[src/rtl/alu_share_arb_if.sv]
// -----------------------------------------------------------------------------
// alu_share_arb_if
//   Bundles every handshake and bus signal around the shared-ALU arbiter:
//   - two request channels (valid/ready, operands, opcode)
//   - the ALU drive (registered operands/opcode) and its returned result/flags
//   - one tagged response channel (valid/ready, id, result, flags, err)
//
//   Modports:
//     slave  : the arbiter (alu_share_arb) view
//     master : the surrounding environment (requesters, ALU, response sink)
// -----------------------------------------------------------------------------
interface alu_share_arb_if #(
  parameter int DATA_W = 32,
  parameter int OP_W   = 3
);
  // Requester 0
  logic              req0_valid;
  logic              req0_ready;
  logic [DATA_W-1:0] req0_a;
  logic [DATA_W-1:0] req0_b;
  logic [OP_W-1:0]   req0_op;
  // Requester 1
  logic              req1_valid;
  logic              req1_ready;
  logic [DATA_W-1:0] req1_a;
  logic [DATA_W-1:0] req1_b;
  logic [OP_W-1:0]   req1_op;
  // Shared ALU
  logic [DATA_W-1:0] alu_a;
  logic [DATA_W-1:0] alu_b;
  logic [OP_W-1:0]   alu_op;
  logic [DATA_W-1:0] alu_result;
  logic              alu_zero;
  logic              alu_neg;
  logic              alu_overflow;
  logic              alu_carry;
  // Response channel
  logic              rsp_valid;
  logic              rsp_ready;
  logic              rsp_id;
  logic [DATA_W-1:0] rsp_result;
  logic [3:0]        rsp_flags;
  logic              rsp_err;

  modport slave (
    input  req0_valid, req0_a, req0_b, req0_op,
    output req0_ready,
    input  req1_valid, req1_a, req1_b, req1_op,
    output req1_ready,
    output alu_a, alu_b, alu_op,
    input  alu_result, alu_zero, alu_neg, alu_overflow, alu_carry,
    output rsp_valid, rsp_id, rsp_result, rsp_flags, rsp_err,
    input  rsp_ready
  );

  modport master (
    output req0_valid, req0_a, req0_b, req0_op,
    input  req0_ready,
    output req1_valid, req1_a, req1_b, req1_op,
    input  req1_ready,
    input  alu_a, alu_b, alu_op,
    output alu_result, alu_zero, alu_neg, alu_overflow, alu_carry,
    input  rsp_valid, rsp_id, rsp_result, rsp_flags, rsp_err,
    output rsp_ready
  );
endinterface

[src/rtl/alu_share_arb.sv]
// -----------------------------------------------------------------------------
// alu_share_arb
//   Two-requester round-robin arbiter/sequencer in front of one shared
//   combinational 32-bit ALU (add, sub, and, or, slt).
//
//   Flow: IDLE grants one request and registers its operands onto the ALU
//   inputs -> EXEC lets the ALU settle for one cycle and captures result and
//   flags -> RESP presents a tagged response until the consumer takes it.
//   Handshake at cycle N gives rsp_valid from cycle N+2.
//
//   Ports:
//     clk, rst_n          clock, synchronous active-low reset
//     bus (slave)         request channels, ALU drive/return, response channel
//     stat_cnt0/1         (only with ALU_SHARE_ARB_STATS_EN) saturating 16-bit
//                         counts of accepted requests per requester
//
//   Optional feature macro: ALU_SHARE_ARB_STATS_EN
// -----------------------------------------------------------------------------
module alu_share_arb #(
  parameter int DATA_W = 32,
  parameter int OP_W   = 3
) (
  input  logic              clk,
  input  logic              rst_n,
  alu_share_arb_if.slave    bus
`ifdef ALU_SHARE_ARB_STATS_EN
  ,
  output logic [15:0]       stat_cnt0,
  output logic [15:0]       stat_cnt1
`endif
);

  typedef enum logic [1:0] {
    IDLE = 2'd0,
    EXEC = 2'd1,
    RESP = 2'd2
  } state_t;

  // Highest legal opcode (slt); anything above is reported as an error.
  localparam logic [OP_W-1:0] OP_MAX = OP_W'(4);

  state_t            state_q, state_d;
  logic              last_grant_q;
  logic              cur_id_q;
  logic [DATA_W-1:0] alu_a_q, alu_b_q;
  logic [OP_W-1:0]   alu_op_q;
  logic              rsp_valid_q;
  logic              rsp_id_q;
  logic [DATA_W-1:0] rsp_result_q;
  logic [3:0]        rsp_flags_q;
  logic              rsp_err_q;

  logic              gnt_id;
  logic              ready0, ready1;
  logic              handshake;

  // ---------------------------------------------------------------------------
  // Grant and next-state logic
  // ---------------------------------------------------------------------------
  // A lone requester always wins; on a tie the one not served last time wins.
  // When neither is valid gnt_id is don't-care because no ready is raised.
  always_comb begin
    // NOTE: every always_comb output gets a default first so no path leaves a
    // signal unassigned, which would otherwise infer a latch.
    state_d = state_q;
    ready0  = 1'b0;
    ready1  = 1'b0;
    gnt_id  = (bus.req0_valid && bus.req1_valid) ? ~last_grant_q : bus.req1_valid;

    unique case (state_q)
      IDLE: begin
        ready0 = bus.req0_valid && !gnt_id;
        ready1 = bus.req1_valid &&  gnt_id;
        if (ready0 || ready1) state_d = EXEC;
      end
      EXEC: state_d = RESP;
      RESP: if (bus.rsp_ready) state_d = IDLE;
      default: state_d = IDLE;
    endcase
  end

  assign handshake      = ready0 || ready1;
  assign bus.req0_ready = ready0;
  assign bus.req1_ready = ready1;

  always_ff @(posedge clk) begin
    // NOTE: sequential state uses non-blocking assignments so every register
    // samples pre-edge values regardless of statement order.
    if (!rst_n) state_q <= IDLE;
    else        state_q <= state_d;
  end

  // ---------------------------------------------------------------------------
  // Datapath: operand issue, result capture, response hold
  // ---------------------------------------------------------------------------
  always_ff @(posedge clk) begin
    if (!rst_n) begin
      last_grant_q <= 1'b1;   // requester 0 wins the first tie
      cur_id_q     <= 1'b0;
      alu_a_q      <= '0;
      alu_b_q      <= '0;
      alu_op_q     <= '0;
      rsp_valid_q  <= 1'b0;
      rsp_id_q     <= 1'b0;
      rsp_result_q <= '0;
      rsp_flags_q  <= '0;
      rsp_err_q    <= 1'b0;
    end else begin
      unique case (state_q)
        IDLE: begin
          // ALU inputs change only here, so they hold the last issued op
          // while idle and in RESP.
          if (handshake) begin
            alu_a_q      <= gnt_id ? bus.req1_a  : bus.req0_a;
            alu_b_q      <= gnt_id ? bus.req1_b  : bus.req0_b;
            alu_op_q     <= gnt_id ? bus.req1_op : bus.req0_op;
            cur_id_q     <= gnt_id;
            last_grant_q <= gnt_id;
          end
        end
        EXEC: begin
          rsp_id_q    <= cur_id_q;
          rsp_valid_q <= 1'b1;
          if (alu_op_q > OP_MAX) begin
            rsp_result_q <= '0;
            rsp_flags_q  <= 4'b1000;
            rsp_err_q    <= 1'b1;
          end else begin
            rsp_result_q <= bus.alu_result;
            rsp_flags_q  <= {bus.alu_zero, bus.alu_neg, bus.alu_overflow, bus.alu_carry};
            rsp_err_q    <= 1'b0;
          end
        end
        RESP: begin
          if (bus.rsp_ready) rsp_valid_q <= 1'b0;
        end
        default: ;
      endcase
    end
  end

  assign bus.alu_a      = alu_a_q;
  assign bus.alu_b      = alu_b_q;
  assign bus.alu_op     = alu_op_q;
  assign bus.rsp_valid  = rsp_valid_q;
  assign bus.rsp_id     = rsp_id_q;
  assign bus.rsp_result = rsp_result_q;
  assign bus.rsp_flags  = rsp_flags_q;
  assign bus.rsp_err    = rsp_err_q;

`ifdef ALU_SHARE_ARB_STATS_EN
  // ---------------------------------------------------------------------------
  // Per-requester accepted-request counters, saturating at all-ones
  // ---------------------------------------------------------------------------
  logic [15:0] stat_cnt0_q, stat_cnt1_q;

  always_ff @(posedge clk) begin
    if (!rst_n) begin
      stat_cnt0_q <= '0;
      stat_cnt1_q <= '0;
    end else begin
      if (ready0 && stat_cnt0_q != 16'hFFFF) stat_cnt0_q <= stat_cnt0_q + 16'd1;
      if (ready1 && stat_cnt1_q != 16'hFFFF) stat_cnt1_q <= stat_cnt1_q + 16'd1;
    end
  end

  assign stat_cnt0 = stat_cnt0_q;
  assign stat_cnt1 = stat_cnt1_q;
`endif

endmodule

[src/flat_wrapper.sv]
// flat-port wrapper written by rule: the top's interface ports become plain ports
module alu_share_arb_flat 
#(
  parameter int DATA_W = 32,
  parameter int OP_W   = 3
)
  (clk, rst_n, bus_req0_valid, bus_req0_a, bus_req0_b, bus_req0_op, bus_req0_ready, bus_req1_valid, bus_req1_a, bus_req1_b, bus_req1_op, bus_req1_ready, bus_alu_a, bus_alu_b, bus_alu_op, bus_alu_result, bus_alu_zero, bus_alu_neg, bus_alu_overflow, bus_alu_carry, bus_rsp_valid, bus_rsp_id, bus_rsp_result, bus_rsp_flags, bus_rsp_err, bus_rsp_ready);
  alu_share_arb_if #(.DATA_W(DATA_W), .OP_W(OP_W)) bus_i ();
  input  logic clk;
  input  logic rst_n;
  input wire logic [$bits(bus_i.req0_valid)-1:0] bus_req0_valid;
  input wire logic [$bits(bus_i.req0_a)-1:0] bus_req0_a;
  input wire logic [$bits(bus_i.req0_b)-1:0] bus_req0_b;
  input wire logic [$bits(bus_i.req0_op)-1:0] bus_req0_op;
  output wire logic [$bits(bus_i.req0_ready)-1:0] bus_req0_ready;
  input wire logic [$bits(bus_i.req1_valid)-1:0] bus_req1_valid;
  input wire logic [$bits(bus_i.req1_a)-1:0] bus_req1_a;
  input wire logic [$bits(bus_i.req1_b)-1:0] bus_req1_b;
  input wire logic [$bits(bus_i.req1_op)-1:0] bus_req1_op;
  output wire logic [$bits(bus_i.req1_ready)-1:0] bus_req1_ready;
  output wire logic [$bits(bus_i.alu_a)-1:0] bus_alu_a;
  output wire logic [$bits(bus_i.alu_b)-1:0] bus_alu_b;
  output wire logic [$bits(bus_i.alu_op)-1:0] bus_alu_op;
  input wire logic [$bits(bus_i.alu_result)-1:0] bus_alu_result;
  input wire logic [$bits(bus_i.alu_zero)-1:0] bus_alu_zero;
  input wire logic [$bits(bus_i.alu_neg)-1:0] bus_alu_neg;
  input wire logic [$bits(bus_i.alu_overflow)-1:0] bus_alu_overflow;
  input wire logic [$bits(bus_i.alu_carry)-1:0] bus_alu_carry;
  output wire logic [$bits(bus_i.rsp_valid)-1:0] bus_rsp_valid;
  output wire logic [$bits(bus_i.rsp_id)-1:0] bus_rsp_id;
  output wire logic [$bits(bus_i.rsp_result)-1:0] bus_rsp_result;
  output wire logic [$bits(bus_i.rsp_flags)-1:0] bus_rsp_flags;
  output wire logic [$bits(bus_i.rsp_err)-1:0] bus_rsp_err;
  input wire logic [$bits(bus_i.rsp_ready)-1:0] bus_rsp_ready;
  assign bus_i.req0_valid = bus_req0_valid;
  assign bus_i.req0_a = bus_req0_a;
  assign bus_i.req0_b = bus_req0_b;
  assign bus_i.req0_op = bus_req0_op;
  assign bus_req0_ready = bus_i.req0_ready;
  assign bus_i.req1_valid = bus_req1_valid;
  assign bus_i.req1_a = bus_req1_a;
  assign bus_i.req1_b = bus_req1_b;
  assign bus_i.req1_op = bus_req1_op;
  assign bus_req1_ready = bus_i.req1_ready;
  assign bus_alu_a = bus_i.alu_a;
  assign bus_alu_b = bus_i.alu_b;
  assign bus_alu_op = bus_i.alu_op;
  assign bus_i.alu_result = bus_alu_result;
  assign bus_i.alu_zero = bus_alu_zero;
  assign bus_i.alu_neg = bus_alu_neg;
  assign bus_i.alu_overflow = bus_alu_overflow;
  assign bus_i.alu_carry = bus_alu_carry;
  assign bus_rsp_valid = bus_i.rsp_valid;
  assign bus_rsp_id = bus_i.rsp_id;
  assign bus_rsp_result = bus_i.rsp_result;
  assign bus_rsp_flags = bus_i.rsp_flags;
  assign bus_rsp_err = bus_i.rsp_err;
  assign bus_i.rsp_ready = bus_rsp_ready;
  alu_share_arb #(.DATA_W(DATA_W), .OP_W(OP_W)) u_core (.clk(clk), .rst_n(rst_n), .bus(bus_i));
endmodule
[config.mk]
export PLATFORM = sky130hd
export DESIGN_NAME = alu_share_arb_flat
export DESIGN_NICKNAME = d
export VERILOG_FILES = /design/src/rtl/alu_share_arb_if.sv /design/src/rtl/alu_share_arb.sv /design/src/flat_wrapper.sv
export SDC_FILE = /design/constraint.sdc
export NUM_CORES = 1
export LEC_CHECK = 0
export CAP_MARGIN = 10
export CORE_UTILIZATION = 37
export CTS_CLUSTER_DIAMETER = 50
export DETAILED_ROUTE_END_ITERATION = 7
export PLACE_DENSITY_LB_ADDON = 0.05
export RECOVER_POWER = 25
export SKIP_LAST_GASP = 1
export SLEW_MARGIN = 20
export SYNTH_ARGS = -nofsm -noshare
export SYNTH_HDL_FRONTEND = slang
export SYNTH_SLANG_ARGS = --single-unit
[constraint.sdc]
create_clock -name clk -period 2.6 [get_ports clk]
set_clock_uncertainty 0.1 [all_clocks]
set_input_delay 0.78 -clock clk [delete_from_list [all_inputs] [get_ports clk]]
set_output_delay 0.78 -clock clk [all_outputs]
set_load 0.05 [all_outputs]
Word level (Yosys, flattened, before mapping)
Cells that the tools add are included.

Bits in registers: 110. Latch bits: 0. RAM bits: 0. Memory bits (read-only): 0. Bits of input ports: 175. Output and inout port bits: 108. Word-level logic and storage cells: 42. Memories: 0.

Add/sub/neg operators: 0. $mul: 0. Div/mod/pow operators: 0. Order comparisons: 1. Eq/ne operators: 4. Shift-type cells: 0. Mux-type cells: 14. Bitwise operators: 1. Reductions and logical operators: 11.

Operator list (number): $mux 32 (3); $pmux 2 s3 (1); $reduce_and 2->1 (3); $mux 1 (5); $mux 2 (2); $mux 4 (1); $gt 3x3->1 const B (1); $logic_and 1x1->1 (3); $mux 3 (1); $eq 2x1->1 const B (1); $eq 2x2->1 const B (1); $logic_not 2->1 (1); $logic_or 1x1->1 (2); $ne 2x1->1 const B (1); $ne 2x2->1 const B (1); $pmux 1 s2 (1); $reduce_bool 2->1 (1); $logic_not 1->1 (1); $not 1->1 (1).

Depth between registers and ports, before layout
Gate-level depths: netlist of run 1.

Word-level depth: 7. Mapped depth: 7. Gate-level depth less buffers: 3.

Least setup slack after synthesis of run 1
OpenSTA, ideal clock, no wires.

Kind: input to output. From: input port bus_req1_valid. To: output port bus_req1_ready. Data arrival time: 2.369 ns. Required time: 1.720 ns. Path slack: -0.649 ns. Cell stages on the path: 4. Path buffers: 2. Path through: a21bo_2 buf_2 buf_2 nor3_1.

Longest elaborated chain between the ends: 4.

RTL lines: from (decl) (RTL line flat_wrapper.sv:16) `input wire logic [$bits(bus_i.req1_valid)-1:0] bus_req1_valid;`; $logic_and 1x1->1 (RTL line alu_share_arb.sv:68) `gnt_id = (bus.req0_valid && bus.req1_valid) ? ~last_grant_q : bus.req1_valid;`; $mux 1 (RTL line alu_share_arb.sv:68); $logic_and 1x1->1 (*) (RTL line alu_share_arb.sv:73) `ready1 = bus.req1_valid && gnt_id;`; $mux 1 (*) (RTL line alu_share_arb.sv:70) `unique case (state_q)`; to (decl) (RTL line flat_wrapper.sv:20) `output wire logic [$bits(bus_i.req1_ready)-1:0] bus_req1_ready;`.

Every way passes the cells marked *; elsewhere a longest branch is shown, timed or not.

Worst setup path after layout of run 1
From: input port bus_req0_valid. To: output port bus_req1_ready.

Longest elaborated chain between the ends: 4.

RTL lines: from (decl) (RTL line flat_wrapper.sv:11) `input wire logic [$bits(bus_i.req0_valid)-1:0] bus_req0_valid;`; $logic_and 1x1->1 (RTL line alu_share_arb.sv:68); $mux 1 (RTL line alu_share_arb.sv:68); $logic_and 1x1->1 (RTL line alu_share_arb.sv:73); $mux 1 (RTL line alu_share_arb.sv:70).

No other way between the ends.

==> results by group, run 1 <==
Logic synthesis
  – Sequential area share after synthesis: 48.11%
  – Fraction of synthesized area in multiplexers: 0.4374%
  – Yosys warnings: 0
  – FFs w/ async S/R, synth: 0%
  – Syn nets: 672
  – Largest family of logic cells by synthesized area: compound AO/OA/AOI/OAI gates
  – Count leader, synth: nand2_1
  – Mapped Area: 4577 µm²
  – Syn avg cell area: 9.209 µm²
  – Most common library cells after synthesis: nand2_1, dfxtp_1, a21oi_1, a311oi_1, a22o_1
  – Xor and xnor area share after synthesis: 0%
  – Yosys top cell by area: dfxtp_1
  – Post-synth EDFFs: 0
  – #FFs+latches synth: 110
  – Synth Area in Compound Gates: 32.70%
  – Ranking of synthesized cells by area: dfxtp_1, nand2_1, a311oi_2
  – Yosys top cell area share: 48.11%
  – Ys flop type: dfxtp_1
  – Post-synth cell types: 28
  – Synthesized instance count: 497
  – Synth Area in Simple Gates: 12.96%
  – Post-Synth Adder-Cell Area: 0%

Placement
  – Detail Placement HPWL: 11.27 mm
  – Dpl cell area: 7582 µm²
  – GP Congestion: 0.7949
  – IO Port Bufs: 282
  – Dpl ws: -163.8 ps

Timing
  – Slew Viols, Final: 0
  – Final setup vio count: 0
  – RSZ-0062 raised after global routing: no
  – PnR worst setup slack: 77.43 ps
  – Peak Freq: 0.3964 GHz
  – Worst-margin pin slew: 988.2 ps
  – Crit share post-route: 97.02%
  – Final hold vios: 0
  – Worst slew margin: 34.12%
  – Min cycle time layout: 2523 ps
  – Worst hold slack: 373.9 ps

Cells and area
  – Final core utilization: 65.35%
  – N_diodes: 0
  – Proportion of layout cells with a drive suffix above 1: 9.342%
  – P&R area growth vs syn: 71.51%
  – Final Net Count: 932
  – Footprint of the multi-input gates: 2152 µm²
  – Fill count: 1,015
  – Reg area: 2202 µm²
  – Final Cell Area: 7850 µm²

Setup path
  – Largest fanout on the critical path: 3
  – Slowest CP cell: dlygate4sd2_1
  – Worst path arrival time: 1640 ps
  – CP cell instances: dlygate4sd2_1 > a21bo_4 > nor3_4 > buf_6
  – Crit end category: output pin
  – Critical path class: in2out
  – CP Launch Type: input pin
  – Data required, critical path: 1720 ps
  – Crit-path max cell delay: 250 ps

Floorplanning
  – Core Area: 12,010 µm²
  – Row cnt: 40
  – # IOs: 283
  – Die Wd: 113.2 µm
  – Die H: 113.2 µm
  – Initial core utilization: 38.10%
  – Die ar.: 12,820 µm²

Power
  – Static Leak: 2.934 nW
  – Pwr Total: 0.005173 W
  – PwrDens: 659.0 nW/µm²
  – Peak supply drop: 310.0 µV

Detailed routing
  – DRT Pass-1 Iters: 5
  – Met2 wire length: 7.968 mm
  – Vias: 4,869
  – Max layer used: met4
  – Vias per cell: 5.368
  – Drt total wl: 15.96 mm
  – Met1 WL: 5.965 mm
  – Iter 0 DRT Violations: 274
  – Routed WL per cell: 17.60 µm
  – Post-route ant nets: 0
  – Drt drc: 0
  – Metal3 WL: 1.430 mm

Clocking
  – Root buffer cell: clkbuf_16
  – Cts bufs inserted: 9
  – Worst-Skew Late Latency: 340 ps
  – CTS tree: done
  – CTS clock-pin slew for the worst setup and hold paths: 60 ps
  – H-tree depth: 3
  – Max clock buf depth: 2
  – Sink Count: 110

Global route
  – Number of global-route vias before repair: 4,836
  – Initial antenna violation count: 0
  – Largest net degree at the start of global routing: 65
  – Gr ovfl total: 0
  – First-pass GRT wire length: 24.79 mm
  – GRT Resource Usage Total: 24.68%

Status
  – Status: completed

Hold path
  – Worst hold path class: reg2reg

Job
  – Max Cap Viol: 0
[per-stage QoR]
| stage | TNS (ps) | cells |
|---|---|---|
| floorplan | 0 | 497 |
| global placement | -666.8 | 891 |
| detailed placement | -3555 | 891 |
| CTS | 0 | 907 |
| global route | 0 | 907 |
| finish | 0 | 907 |
[placed cells by master (no fill, tap or decap), types with 7 or more instances in the layout]
cell type        instances
clkdlybuf4s50_1        276
nand2_1                134
dfxtp_1                110
a21oi_1                 71
a311oi_1                37
a22o_1                  35
a311oi_2                30
clkbuf_16                9
buf_4                    8
buf_12                   7
[metal layers]
metal	vias to the layer above	global-route usage, %
met5	-	0
met4	0	13.16
met3	42	8.463
met2	210	43.07
met1	2284	26.27
li1	2333	-
[timing repair]
action / 4_1_cts / 5_1_grt
setup buffers: 2 / 0
resized for setup: 4 / 0
endpoints found under the hold margin: 0 / 0
endpoints found under the setup margin: 2 / 0
hold buffers: 0 / 0
[logic make-up after synthesis]
kind of cell           after synthesis
AO/OA/AOI/OAI                      182
flip-flops                         110
multiplexers                         2
buffers and inverters               54
AND/OR/NAND/NOR                    149
[registers in the layout, indices dropped and copies added (netlist names)]
register               cells
u_core.bus.rsp_flags       4
u_core.bus.rsp_err         1
u_core.last_grant_q        1
u_core.bus.rsp_id          1
u_core.state_q             2
u_core.bus.alu_op          3
u_core.bus.rsp_valid       1
u_core.cur_id_q            1
u_core.bus.rsp_result     32
u_core.bus.alu_b          32
u_core.bus.alu_a          32
[report_power, final]
group | total [W] | switching (W) | internal, W
registers | 0.00197 | 0.000103 | 0.00187
logic | 0.00189 | 0.00113 | 0.000769
clock network | 0.00131 | 0.000573 | 0.000737
total | 0.00517 | 0.00180 | 0.00337
[worst paths after layout]
kind	start	endpoint	slack [ps]	cells after the start
worst max-delay path	bus_req0_valid	bus_req1_ready	80	4
worst min-delay path	u_core.bus.rsp_flags[2]	u_core.bus.rsp_flags[2]	370	1
worst max register to register	u_core.state_q[1]	u_core.bus.alu_b[12]	190	5
worst min register to register	u_core.bus.rsp_flags[2]	u_core.bus.rsp_flags[2]	370	1
[critical path, delay by kind of cell]
kind	cells	cell delay, ps
buffers and inverters	2	430
AO/OA/AOI/OAI	1	230
AND/OR/NAND/NOR	1	190
[layout make-up]
type / count / share of cell area [%]
Timing Repair Buffer: 301 / 38.64
Clock buffer: 12 / 3.012
Inverter: 2 / 0.09563
Multi-Input combinational cell: 333 / 27.41
Tap cell: 147 / 2.343
Sequential cell: 110 / 28.05
Clock inverter: 2 / 0.4463
(Power assumes the default switching activity.)
==> run 2: changes to the inputs <==
CORE_ASPECT_RATIO = 1.1   (was default)
==> run 2 against run 1 <==
Sequential share of layout area hardly changed. Register-to-register slack worse by 30 ps. Critical path depth stayed put. Non-clock buffer count is 2 higher. Utilization is 0.11 points lower. Maximum frequency hardly changed. Via count is 0.70% higher. Setup slack better by 2.5 ps. Sequential power hardly changed. Power is 0.77% lower. Wire length is 0.24% higher. Worst hold slack hardly changed.
==> results by group, run 2 (synthesis gave the netlist of run 1 again) <==
Status
  – Status: completed

Global route
  – Number of global-route vias before repair: 4,901
  – Grt met3 use: 6.950%
  – Initial antenna violation count: 0
  – Largest net degree at the start of global routing: 59
  – M2 GR Usage: 42.24%
  – Gr ovfl total: 0
  – GRT Resource Usage Total: 24.70%
  – Most used routing layer: met2
  – Met1 global-route usage: 27.60%
  – First-pass GRT wire length: 24.83 mm

Cells and area
  – Highest-count cells in the layout ignoring fill and taps: clkdlybuf4s50_1, nand2_1, dfxtp_1, a21oi_1, a311oi_1
  – N_diodes: 0
  – Final instance count without filler cells: 918
  – Proportion of layout cells with a drive suffix above 1: 9.817%
  – P&R area growth vs syn: 71.54%
  – Fill count: 1,058
  – Commonest non-fill, non-tap cell in the layout: clkdlybuf4s50_1
  – Final Net Count: 934

Detailed routing
  – Vias: 4,903
  – Vias per cell: 5.341
  – Iter 0 DRT Violations: 286
  – DRT Pass-1 Iters: 4
  – Post-route ant nets: 0
  – Drt total wl: 16.00 mm
  – Routed WL per cell: 17.43 µm
  – Drt drc: 0

Setup path
  – Worst Path Buf+Inv: 2
  – CP Launch Type: input pin
  – CP cell instances: dlygate4sd2_1 > a21bo_4 > nor3_4 > buf_6
  – Data required, critical path: 1720 ps
  – CP delay by family, top: buffers and inverters
  – Largest fanout on the critical path: 3
  – Critical path class: in2out
  – Worst path arrival time: 1640 ps
  – Crit-path max cell delay: 260 ps
  – Crit end category: output pin
  – Slowest CP cell: dlygate4sd2_1

Clocking
  – Max clock buf depth: 2
  – CTS clock-pin slew for the worst setup and hold paths: 70 ps
  – Cts bufs inserted: 9
  – Sink Count: 110
  – Worst-Skew Late Latency: 340 ps
  – CTS tree: done
  – Root buffer cell: clkbuf_16
  – CTS Hold Buffers Added: 0
  – H-tree depth: 3

Power
  – Peak supply drop: 348.2 µV
  – Cell Int Power: 0.003277 W
  – Flop pwr share: 38.3%
  – Net Sw Frac: 36.16%
  – PwrDens: 653.8 nW/µm²
  – Comb power frac: 36.7%
  – Sw Pwr: 0.001856 W
  – Pwr Total: 0.005133 W
  – Static Leak: 2.935 nW
  – Clock share of power: 25.0%

Placement
  – GP Congestion: 0.7703
  – Dpl ws: -142.4 ps
  – Post-Place Cells: 901
  – Detail Placement HPWL: 11.33 mm
  – IO Port Bufs: 282

Timing
  – Peak Freq: 0.3968 GHz
  – Final setup vio count: 0
  – Slew Viols, Final: 0
  – RSZ-0062 raised after global routing: no
  – Worst slew margin: 26.92%
  – Worst hold slack: 374.1 ps
  – Worst-margin pin slew: 1096 ps
  – PnR worst setup slack: 79.95 ps
  – Crit share post-route: 96.93%
  – Min cycle time layout: 2520 ps
  – Final hold vios: 0

Floorplanning
  – # IOs: 283
  – Core Area: 12,030 µm²
  – Die Wd: 108.0 µm
  – Row cnt: 42
  – Die ar.: 12,820 µm²
  – Die H: 118.7 µm
  – Initial core utilization: 38.03%

Hold path
  – Worst hold path class: reg2reg

Job
  – Max Cap Viol: 0
-- run 2: cell types whose count changed in the layout (fill, tap and decap cells not counted), moves of 2 or more --
cell	change
buf_4	+7
clkbuf_1	-4
clkbuf_2	-3
clkinv_4	+3
a311oi_1	+2
a311oi_2	-2
buf_12	-2
clkinvlp_4	+2
-- run 2: metrics by stage --
step                instance area, µm²  util (%)  TNS, ps
floorplan                         4596         -        0
global placement                  7591     63.08   -225.1
detailed placement                7591     63.08   -312.1
CTS                               7883     65.50        0
global route                      7851     65.24        0
finish                            7851     65.24        0
-- run 2: final cells by class --
class | instances | area, µm² | share of cell area, %
multi-input cells | 333 | 2138 | 27.24
repair buffers | 303 | 3034 | 38.65
clock buffers | 9 | 225.2 | 2.869
clock inverters | 7 | 51.30 | 0.6534
inverters | 2 | 7.507 | 0.09562
well taps | 154 | 192.7 | 2.454
flip-flops and latches | 110 | 2202 | 28.05
-- run 2: what timing repair did --
action / in CTS / in global routing
setup buffers: 1 / 0
gates resized for setup: 4 / 0
endpoints found under the hold margin: 0 / 0
setup endpoints to repair: 2 / 0
-- run 2: final timing paths --
| kind | end | cells after the start | startpoint | slack (ps) |
|---|---|---|---|---|
| setup / recovery | bus_req1_ready | 4 | bus_req0_valid | 80 |
| hold / removal | u_core.bus.rsp_result[12] | 1 | u_core.bus.rsp_result[12] | 370 |
| setup reg to reg | u_core.bus.alu_a[8] | 5 | u_core.state_q[1] | 160 |
| hold reg to reg | u_core.bus.rsp_result[12] | 1 | u_core.bus.rsp_result[12] | 370 |
-- run 2: worst reg2reg max path, stage by stage (launching register included) --
cell and delay [ps]:
dfxtp_1 390, nor2_4 150, clkbuf_2 830, and2_0 380, buf_4 310, a311oi_1 150
-- run 2: layer usage --
layer | vias to the layer above | wire length (µm)
met5 | - | 0
met3 | 29 | 1498
met4 | 0 | 485
met2 | 223 | 7912
met1 | 2320 | 6105
li1 | 2331 | -
-- run 2: power by group through the flow --
stage	combinational [W]	sequential (W)	clock, W
final	0.00188	0.00197	0.00128
after floorplan	0.000537	0.00259	0
after detailed placement	0.00190	0.00200	0
after global placement	0.00187	0.00200	0
after CTS	0.00190	0.00197	0.00132
after global routing	0.00198	0.00199	0.00138
